==> config.mk <==
export PLATFORM = sky130hd
export DESIGN_NAME = can_tx_scheduler
export DESIGN_NICKNAME = d
export VERILOG_FILES = /design/src/rtl/can_tx_scheduler.sv
export SDC_FILE = /design/constraint.sdc
export NUM_CORES = 1
export LEC_CHECK = 0
export BUFFER_PORTS_ARGS = -buffer_cell sky130_fd_sc_hd__buf_2
export CAP_MARGIN = 25
export CORE_AREA = 2 2 133 135
export CTS_CLUSTER_DIAMETER = 50
export DETAILED_ROUTE_END_ITERATION = 10
export DIE_AREA = 0 0 135 137
export PLACE_DENSITY_LB_ADDON = 0.1
export REMOVE_ABC_BUFFERS = 1
export SKIP_CTS_REPAIR_TIMING = 1
export SYNTH_ARGS = -nofsm -noshare
export SYNTH_HDL_FRONTEND = slang
export SYNTH_SLANG_ARGS = --single-unit
==> constraint.sdc <==
create_clock -name clk_i -period 2.55 [get_ports clk_i]
set_clock_uncertainty 0.15 [all_clocks]
set_input_delay 0.1275 -clock clk_i [delete_from_list [all_inputs] [get_ports clk_i]]
set_output_delay 0.1275 -clock clk_i [all_outputs]
set_load 0.02 [all_outputs]
==> src/rtl/can_tx_scheduler.sv <==
// Purpose : round-robin scheduler sharing one CAN transmit channel between NUM_REQ requesters,
//           with bounded retransmission and per-requester done/fail reporting.
// Latency : request seen in IDLE -> ack + start strobe next cycle; response -> retry strobe or
//           done/fail next cycle, arbitration again one cycle after that.
// Backpressure: a requester holds req_valid_i until req_ack_o; only one frame is in flight.
//
// Ports:
//   clk_i, rst_n_i        clock, asynchronous active-low reset
//   req_valid_i/_data_i   per-requester pending flag and 64-bit payload (bits [64k+63:64k])
//   req_ack_o             one-cycle pulse when requester k's payload is latched
//   done_o / fail_o       one-cycle per-requester completion / drop pulses
//   busy_o                high whenever the scheduler is not idle
//   tx_data_o             payload held for can_simple_top
//   tx_start_strobe_o     one-cycle start pulse for can_simple_top
//   tx_succeed_i/failed_i result pulses from can_simple_top (honoured only while waiting)
//
// Optional feature: define CAN_TX_SCHED_TIMEOUT_EN to build a WAIT-state watchdog that treats
// TIMEOUT_CYC cycles without a response as a failed attempt.

module can_tx_scheduler #(
   parameter int NUM_REQ     = 4,
   parameter int MAX_RETRY   = 3,
   parameter int TIMEOUT_CYC = 2_000_000
) (
   input  logic                   clk_i,
   input  logic                   rst_n_i,
   input  logic [NUM_REQ-1:0]     req_valid_i,
   input  logic [NUM_REQ*64-1:0]  req_data_i,
   output logic [NUM_REQ-1:0]     req_ack_o,
   output logic [NUM_REQ-1:0]     done_o,
   output logic [NUM_REQ-1:0]     fail_o,
   output logic                   busy_o,
   output logic [63:0]            tx_data_o,
   output logic                   tx_start_strobe_o,
   input  logic                   tx_succeed_i,
   input  logic                   tx_failed_i
);

   localparam int             GW          = (NUM_REQ > 1) ? $clog2(NUM_REQ) : 1;
   localparam logic [3:0]     MAX_RETRY_L = 4'(MAX_RETRY);

   typedef enum logic [1:0] {
      ST_IDLE   = 2'd0,
      ST_START  = 2'd1,
      ST_WAIT   = 2'd2,
      ST_REPORT = 2'd3
   } state_t;

   state_t               state_q, state_d;
   logic [GW-1:0]        grant_q, grant_d;
   logic [GW-1:0]        last_grant_q, last_grant_d;
   logic [3:0]           retry_q, retry_d;
   logic [63:0]          data_q, data_d;
   logic [NUM_REQ-1:0]   ack_q, ack_d;
   logic [NUM_REQ-1:0]   done_q, done_d;
   logic [NUM_REQ-1:0]   fail_q, fail_d;
   logic                 strobe_q, strobe_d;
   logic                 busy_q, busy_d;

   logic                 arb_found;
   logic [GW-1:0]        arb_idx;
   logic [63:0]          sel_data;
   logic                 tmo_hit;
   logic                 attempt_failed;

   // Round-robin search starting just above the previous grant.
   always_comb begin
      int            cand;
      logic [GW-1:0] cand_idx;
      cand      = 0;
      cand_idx  = '0;
      arb_found = 1'b0;
      arb_idx   = '0;
      for (int i = 1; i <= NUM_REQ; i++) begin
         cand     = (int'(last_grant_q) + i) % NUM_REQ;
         cand_idx = GW'(cand);
         if (!arb_found && req_valid_i[cand_idx]) begin
            arb_found = 1'b1;
            arb_idx   = cand_idx;
         end
      end
   end

   // Payload of the requester about to be granted.
   always_comb begin
      sel_data = '0;
      for (int k = 0; k < NUM_REQ; k++) begin
         if (arb_idx == GW'(k)) begin
            sel_data = req_data_i[64*k +: 64];
         end
      end
   end

`ifdef CAN_TX_SCHED_TIMEOUT_EN
   localparam logic [31:0] TMO_LAST = 32'(TIMEOUT_CYC - 1);

   logic [31:0] tmo_q, tmo_d;

   // Cleared in START so each attempt gets a full window; counts only while waiting.
   always_comb begin
      tmo_d   = tmo_q;
      tmo_hit = 1'b0;
      if (state_q == ST_START) begin
         tmo_d = '0;
      end else if (state_q == ST_WAIT) begin
         if (tmo_q == TMO_LAST) begin
            tmo_hit = 1'b1;
         end else begin
            tmo_d = tmo_q + 32'd1;
         end
      end
   end

   always_ff @(posedge clk_i or negedge rst_n_i) begin
      if (!rst_n_i) begin
         tmo_q <= '0;
      end else begin
         tmo_q <= tmo_d;
      end
   end
`else
   logic tmo_unused;
   assign tmo_unused = |32'(TIMEOUT_CYC);
   assign tmo_hit    = 1'b0;
`endif

   assign attempt_failed = tx_failed_i | tmo_hit;

   // Next state and next registered outputs; every output pulse is decided one cycle early
   // so that nothing on the output side is combinational from the inputs.
   always_comb begin
      state_d      = state_q;
      grant_d      = grant_q;
      last_grant_d = last_grant_q;
      retry_d      = retry_q;
      data_d       = data_q;
      ack_d        = '0;
      done_d       = '0;
      fail_d       = '0;
      strobe_d     = 1'b0;

      case (state_q)
         ST_IDLE: begin
            if (arb_found) begin
               grant_d        = arb_idx;
               data_d         = sel_data;
               retry_d        = '0;
               ack_d[arb_idx] = 1'b1;
               strobe_d       = 1'b1;
               state_d        = ST_START;
            end
         end
         ST_START: begin
            state_d = ST_WAIT;
         end
         ST_WAIT: begin
            // Success takes priority over a coincident failure or timeout.
            if (tx_succeed_i) begin
               done_d[grant_q] = 1'b1;
               state_d         = ST_REPORT;
            end else if (attempt_failed) begin
               if (retry_q < MAX_RETRY_L) begin
                  retry_d  = retry_q + 4'd1;
                  strobe_d = 1'b1;
                  state_d  = ST_START;
               end else begin
                  fail_d[grant_q] = 1'b1;
                  state_d         = ST_REPORT;
               end
            end
         end
         ST_REPORT: begin
            last_grant_d = grant_q;
            state_d      = ST_IDLE;
         end
         default: begin
            state_d = ST_IDLE;
         end
      endcase

      busy_d = (state_d != ST_IDLE);
   end

   always_ff @(posedge clk_i or negedge rst_n_i) begin
      if (!rst_n_i) begin
         state_q      <= ST_IDLE;
         grant_q      <= '0;
         last_grant_q <= GW'(NUM_REQ - 1);
         retry_q      <= '0;
         data_q       <= '0;
         ack_q        <= '0;
         done_q       <= '0;
         fail_q       <= '0;
         strobe_q     <= 1'b0;
         busy_q       <= 1'b0;
      end else begin
         state_q      <= state_d;
         grant_q      <= grant_d;
         last_grant_q <= last_grant_d;
         retry_q      <= retry_d;
         data_q       <= data_d;
         ack_q        <= ack_d;
         done_q       <= done_d;
         fail_q       <= fail_d;
         strobe_q     <= strobe_d;
         busy_q       <= busy_d;
      end
   end

   assign req_ack_o         = ack_q;
   assign done_o            = done_q;
   assign fail_o            = fail_q;
   assign busy_o            = busy_q;
   assign tx_data_o         = data_q;
   assign tx_start_strobe_o = strobe_q;

endmodule

==> Word level (Yosys, flattened, before mapping) <==
Cells that the tools add are included.
{ "classes": {"add_sub_neg": 5, "n_lt_le_gt_ge": 9, "n_eq_ne": 10, "n_mux": 47, "reduce_logical": 14} }
{ "ops": {"columns": ["cell", "count"], "rows": [
  ["two-way mux 64 bit", 4],
  ["two-way mux 4 bit", 12],
  ["< comparator 2 x 3 -> 1 bit, second input constant", 6],
  ["two-way mux 2 bit", 8],
  ["two-way mux 1 bit", 14],
  ["binary-select mux 1 bit (select 2 bit)", 4],
  ["equality test 2 bit, second input constant", 4],
  ["inequality test 2 bit, second input constant", 4],
  ["one-hot mux 2 bit (4 select lines)", 1],
  ["one-hot mux 4 bit (2 select lines)", 1],
  ["logical AND 1 bit", 5],
  ["AND reduction 5 bit", 1],
  ["adder 2 x 1 -> 2 bit, second input constant", 2],
  ["adder 2 bit, second input constant", 2],
  ["adder 4 x 1 -> 4 bit, second input constant", 1],
  ["demux 1 bit (select 2 bit)", 2],
  ["equality test 2 x 1 -> 1 bit, second input constant", 2],
  [">= comparator 2 x 1 -> 1 bit, second input constant", 2],
  ["logical NOT 2 bit", 2],
  ["< comparator 4 x 2 -> 1 bit, second input constant", 1],
  ["nonzero test 2 bit", 2],
  ["logical NOT 1 bit", 3],
  ["one-hot mux 1 bit (2 select lines)", 1],
  ["AND reduction 2 bit", 1]
]} }
{ "word_totals": {"reg_bits": 88, "inputBits": 264, "output_inout_bits": 78, "word_cells": 95} }

==> Logic depth before layout (Yosys ltp) <==
{ "depth": {"depth_word": 19, "mapped_depth": 8, "ltp_nobuf": 5} }

==> Worst setup path before layout <==
OpenSTA, ideal clock, no wires.
{ "synth_path": {"path_kind": "reg-to-reg", "start": "register last_grant_q[1]", "end": "register data_q[39] (netlist: tx_data_o[39])", "setup_time_ps": 121, "arrival_time_ps": 1853, "t_required_ps": 2279, "setup_slack_ps": 426, "path_stages_with_launch": 9, "path_buffers": 3, "period_less_slack_ps": 2124, "cell_sequence": "dfstp_2 buf_2 nor2_1 a311o_1 and2_1 buf_6 buf_6 a221o_1 o22a_1"} }
{ "synth_between": {"elab_chain_len": 18, "word_cells_on_any_way": 35, "classes_between": "add/sub (4); eq/ne (3); mux (20); reduce/logical (8)"} }
{ "synth_rtl": {"columns": ["element", "line", "text"], "rows": [
  ["from (decl)", "51", "logic [GW-1:0] last_grant_q, last_grant_d;"],
  ["from (signal assigned)", "188", "last_grant_q <= GW'(NUM_REQ - 1);"],
  ["from (signal assigned)", "199", "last_grant_q <= last_grant_d;"],
  ["adder 2 x 1 -> 2 bit", "75", "cand = (int'(last_grant_q) + i) % NUM_REQ;"],
  ["binary-select mux 1 bit (select 2 bit)", "77", "if (!arb_found && req_valid_i[cand_idx]) begin"],
  ["two-way mux 1 bit (not written as such)", "77", null],
  ["two-way mux 1 bit", "77", null],
  ["logical NOT 1 bit", "77", null],
  ["logical AND 1 bit", "77", null],
  ["two-way mux 1 bit", "77", null],
  ["logical NOT 1 bit", "77", null],
  ["logical AND 1 bit", "77", null],
  ["two-way mux 1 bit", "77", null],
  ["logical NOT 1 bit", "77", null],
  ["logical AND 1 bit", "77", null],
  ["two-way mux 2 bit", "77", null],
  ["logical NOT 2 bit", "88", "if (arb_idx == GW'(k)) begin"],
  ["two-way mux 64 bit (4 in series)", "88", null],
  ["to (signal assigned)", "201", "data_q <= data_d;"],
  ["to (decl)", "53", "logic [63:0] data_q, data_d;"]
]} }
Several ways; a longest one is shown, not always the timed one. The select of a mux whose other input is x is not followed.
A chain may end at the register's enable or synchronous reset.

==> Final worst setup path <==
{ "layout_path": {"start": "register last_grant_q[1]", "end": "register data_q[55] (netlist: tx_data_o[55])"} }
Same word-level chain as after synthesis.

==> summary.md <==
| Metric | Value |
|---|---|
| Fin cells | `1,125` |
| First-pass GRT wire length | `27.7 mm` |
| WHS | `-0.0426 ns` |
| Nets | `1,160` |
| Via Count | `5,526` |
| DR iter-0 viols | `172` |
| Die W | `135 um` |
| Vias per Instance | `4.91` |
| DP Cell Count | `1,036` |
| EDFF count, synth | `0` |
| DRC Markers | `0` |
| Setup TNS | `0 ns` |
| Worst path depth | `6` |
| Failing checks | `hold timing` |
| PnR worst setup slack | `0.206 ns` |
| Worst skew pair latency | `0.34 ns` |
| Routed WL | `19.3 mm` |
| CP arrival | `2.41 ns` |
| Row cnt | `48` |
| Top Family by Delay on Critical Path | `flip-flops` |
| Clk slew on worst S/H paths | `0.07 ns` |
| Layout cells sized above 1 | `0.460` |
| HPWL after detailed placement | `13.8 mm` |
| Pin count of the biggest net entering global routing | `89` |
| Main synth FF type | `dfrtp_1` |
| WL per Instance | `17.2 um` |
| I/O Buffers | `341` |
| Worst path max stage delay | `0.64 ns` |
| Register-to-register setup slack | `0.21 ns` |
| RSZ-0062 raised after global routing | `no` |
| Post-synthesis async set-or-reset flop share | `1.00` |
| Clock Path Buffers | `2` |
| CP Launch Type | `register` |
| Final Cycle Share | `0.919` |
| Hold Path Class | `in -> reg` |
| Outcome | `complete, but fails checks` |
| Fin area | `7840 um2` |
| Crit end category | `register` |
| Fmax | `427 MHz` |
| # IOs | `342` |
| Mapped Cells | `501` |
| Minimum clock period | `2.34 ns` |
| Routability cong. | `0.778` |
| CP required | `2.62 ns` |
| Core Region | `17,100 um2` |
| Height of the die | `137 um` |
| Total Power | `8.43 mW` |
| Place WS | `0.207 ns` |
| FF+latch count, synth | `88` |
| Part of the Yosys area used for sequential elements | `0.448` |
| YS warnings | `0` |
| Drt pass-1 iters | `4` |
| Synthesized cell area | `4920 um2` |
| Maximum vdd drop | `0.560 mV` |
| Area Growth Syn to Fin | `59.4%` |
| Inserted Clock Buffers | `9` |
| P per Cell Area | `1070 nW/um2` |
| Number of diodes | `0` |
| Initial antenna violation count | `0` |
| Reg2Reg Depth | `6` |
| Critical-path cell list | `nor3b_1 > a311oi_4 > buf_12 > mux2_2 > o22ai_1 > o21ai_0` |
| Yosys cell types | `38` |
| CTS tree | `done` |
| CTS root buffer | `clkbuf_16` |
| Placed inst area | `6830 um2` |
| Vias in the first global route | `5,464` |
| ANT nets after route | `0` |
| Hold Path Cell Cnt | `3` |
| CP Buf/Inv Count | `1` |
| Effective utilization at floorplan | `0.288` |
| Maxcap violations | `0` |
| Final-report hold violation count | `23` |
| Slew @ Worst Pin | `0.498 ns` |
| GRT Resource Usage Total | `0.193` |
| Slew Limit Fails | `0` |
| CTS H-tree depth | `3` |
| Full die area | `18,500 um2` |
| Setup Viol. Count Final | `0` |
| Clk sinks | `88` |
| Mean Syn Cell Area | `9.82 um2` |
| Leakage | `3.87 nW` |
| Critical-path maximum fanout | `51` |
| Slowest-stage cell, CP | `dfstp_2` |
| Total gr overflow | `0` |
| Max-slew headroom | `0.668` |
| Critical path class | `reg -> reg` |
==> synth_stat cells, types with 2 or more instances <==
cell type   n  share of area
clkbuf_1   26          0.020
o22ai_1    33          0.042
a21oi_1     3         0.0031
a221o_1    30          0.061
o21ai_0    59          0.060
buf_2       3         0.0031
or3_1       3         0.0038
mux2_2     35          0.080
nor2b_1     2         0.0025
buf_6       7          0.016
buf_1       5         0.0038
inv_1       4         0.0031
nand2_1    46          0.035
nand3_1     2         0.0020
nor3_1      7         0.0071
and2_1      4         0.0051
nor2_1     46          0.035
buf_4       4         0.0061
dfrtp_1    86           0.44
mux2i_1    31          0.063
nand2b_1    5         0.0064
o22a_1     30          0.053
dfstp_2     2          0.011
o21ai_1    14          0.014
==> final cells by class <==
type | instances | area (um2)
timing repair buffer | 428 | 2570
sequential | 88 | 2200
inverter | 4 | 15.0
tap | 225 | 282
clock inverter | 6 | 45.0
multi-input combinational | 364 | 2490
fill | 1676 | 9220
clock buffer | 10 | 239
==> worst paths after layout <==
| path | start | end |
|---|---|---|
| min | req_data_i[81] | tx_data_o[17] |
| min in group asynchronous | rst_n_i | tx_data_o[45] |
| min reg2reg | tx_data_o[11] | tx_data_o[11] |
| max in group asynchronous | rst_n_i | tx_data_o[13] |
| max | last_grant_q[1] | tx_data_o[55] |
| max reg2reg | last_grant_q[1] | tx_data_o[55] |
==> placed cells by master, fill, tap and decap left out, types with 2 or more instances in the layout <==
cell,instances
clkbuf_16,9
mux2_2,35
nand3_1,2
o21ai_0,59
or3_1,3
nand2b_1,5
buf_4,13
clkinv_4,4
nor2_1,46
a221o_1,30
and2_1,4
nand2_1,46
mux2i_1,31
dfrtp_1,86
buf_2,340
clkinv_2,2
nor3_1,6
o21ai_1,13
inv_1,4
dfstp_2,2
dlygate4sd3_1,73
o22a_1,30
nor2b_1,2
o22ai_1,33
a21oi_1,3
buf_12,2
==> state kept, by name, summed over array words and instances, names as in the netlist <==
signal	flops
busy_o	1
done_o	4
fail_o	4
grant_q	2
last_grant_q	2
req_ack_o	4
retry_q	4
state_q	2
tx_data_o	64
tx_start_strobe_o	1
==> cell families after synthesis <==
logic type	after synthesis	share of synthesized area
AO/OA/AOI/OAI	178	0.251
adder cells (fa/ha/maj)	1	0.00254
buffers and inverters	49	0.0519
flip-flops	88	0.448
multiplexers	66	0.143
AND/OR/NAND/NOR	119	0.103
==> power breakdown <==
group | internal, mW | total (mW) | switching [mW] | leakage (nW)
combinational | 1.93 | 4.74 | 2.82 | 2.66
clock | 0.691 | 1.27 | 0.576 | 0.142
sequential | 2.04 | 2.42 | 0.375 | 1.06
==> per-stage QoR <==
| step | utilization | hold slack, ns |
|---|---|---|
| final | 0.460 | -0.0426 |
| after global routing | 0.460 | -0.00172 |
| after floorplan | - | -0.318 |
| after global placement | 0.400 | 0.0599 |
| after detailed placement | 0.400 | 0.0661 |
| after CTS | 0.417 | -0.316 |
==> worst register-to-register path: stages, from the launching register on <==
cell and delay [ns]:
dfstp_2 0.64, nor3b_1 0.11, a311oi_4 0.34, buf_12 0.36, mux2_2 0.39, o22ai_1 0.14
o21ai_0 0.10
==> layer usage <==
| metal | global-route usage | wire length (um) | vias up |
|---|---|---|---|
| li1 | - | - | 2653 |
| met1 | 0.217 | 7550 | 2595 |
| met2 | 0.355 | 9940 | 245 |
| met3 | 0.0411 | 1310 | 33 |
| met4 | 0.0810 | 501 | 0 |
| met5 | 0 | 0 | - |
No activity file was read; power rests on OpenSTA's default activity.
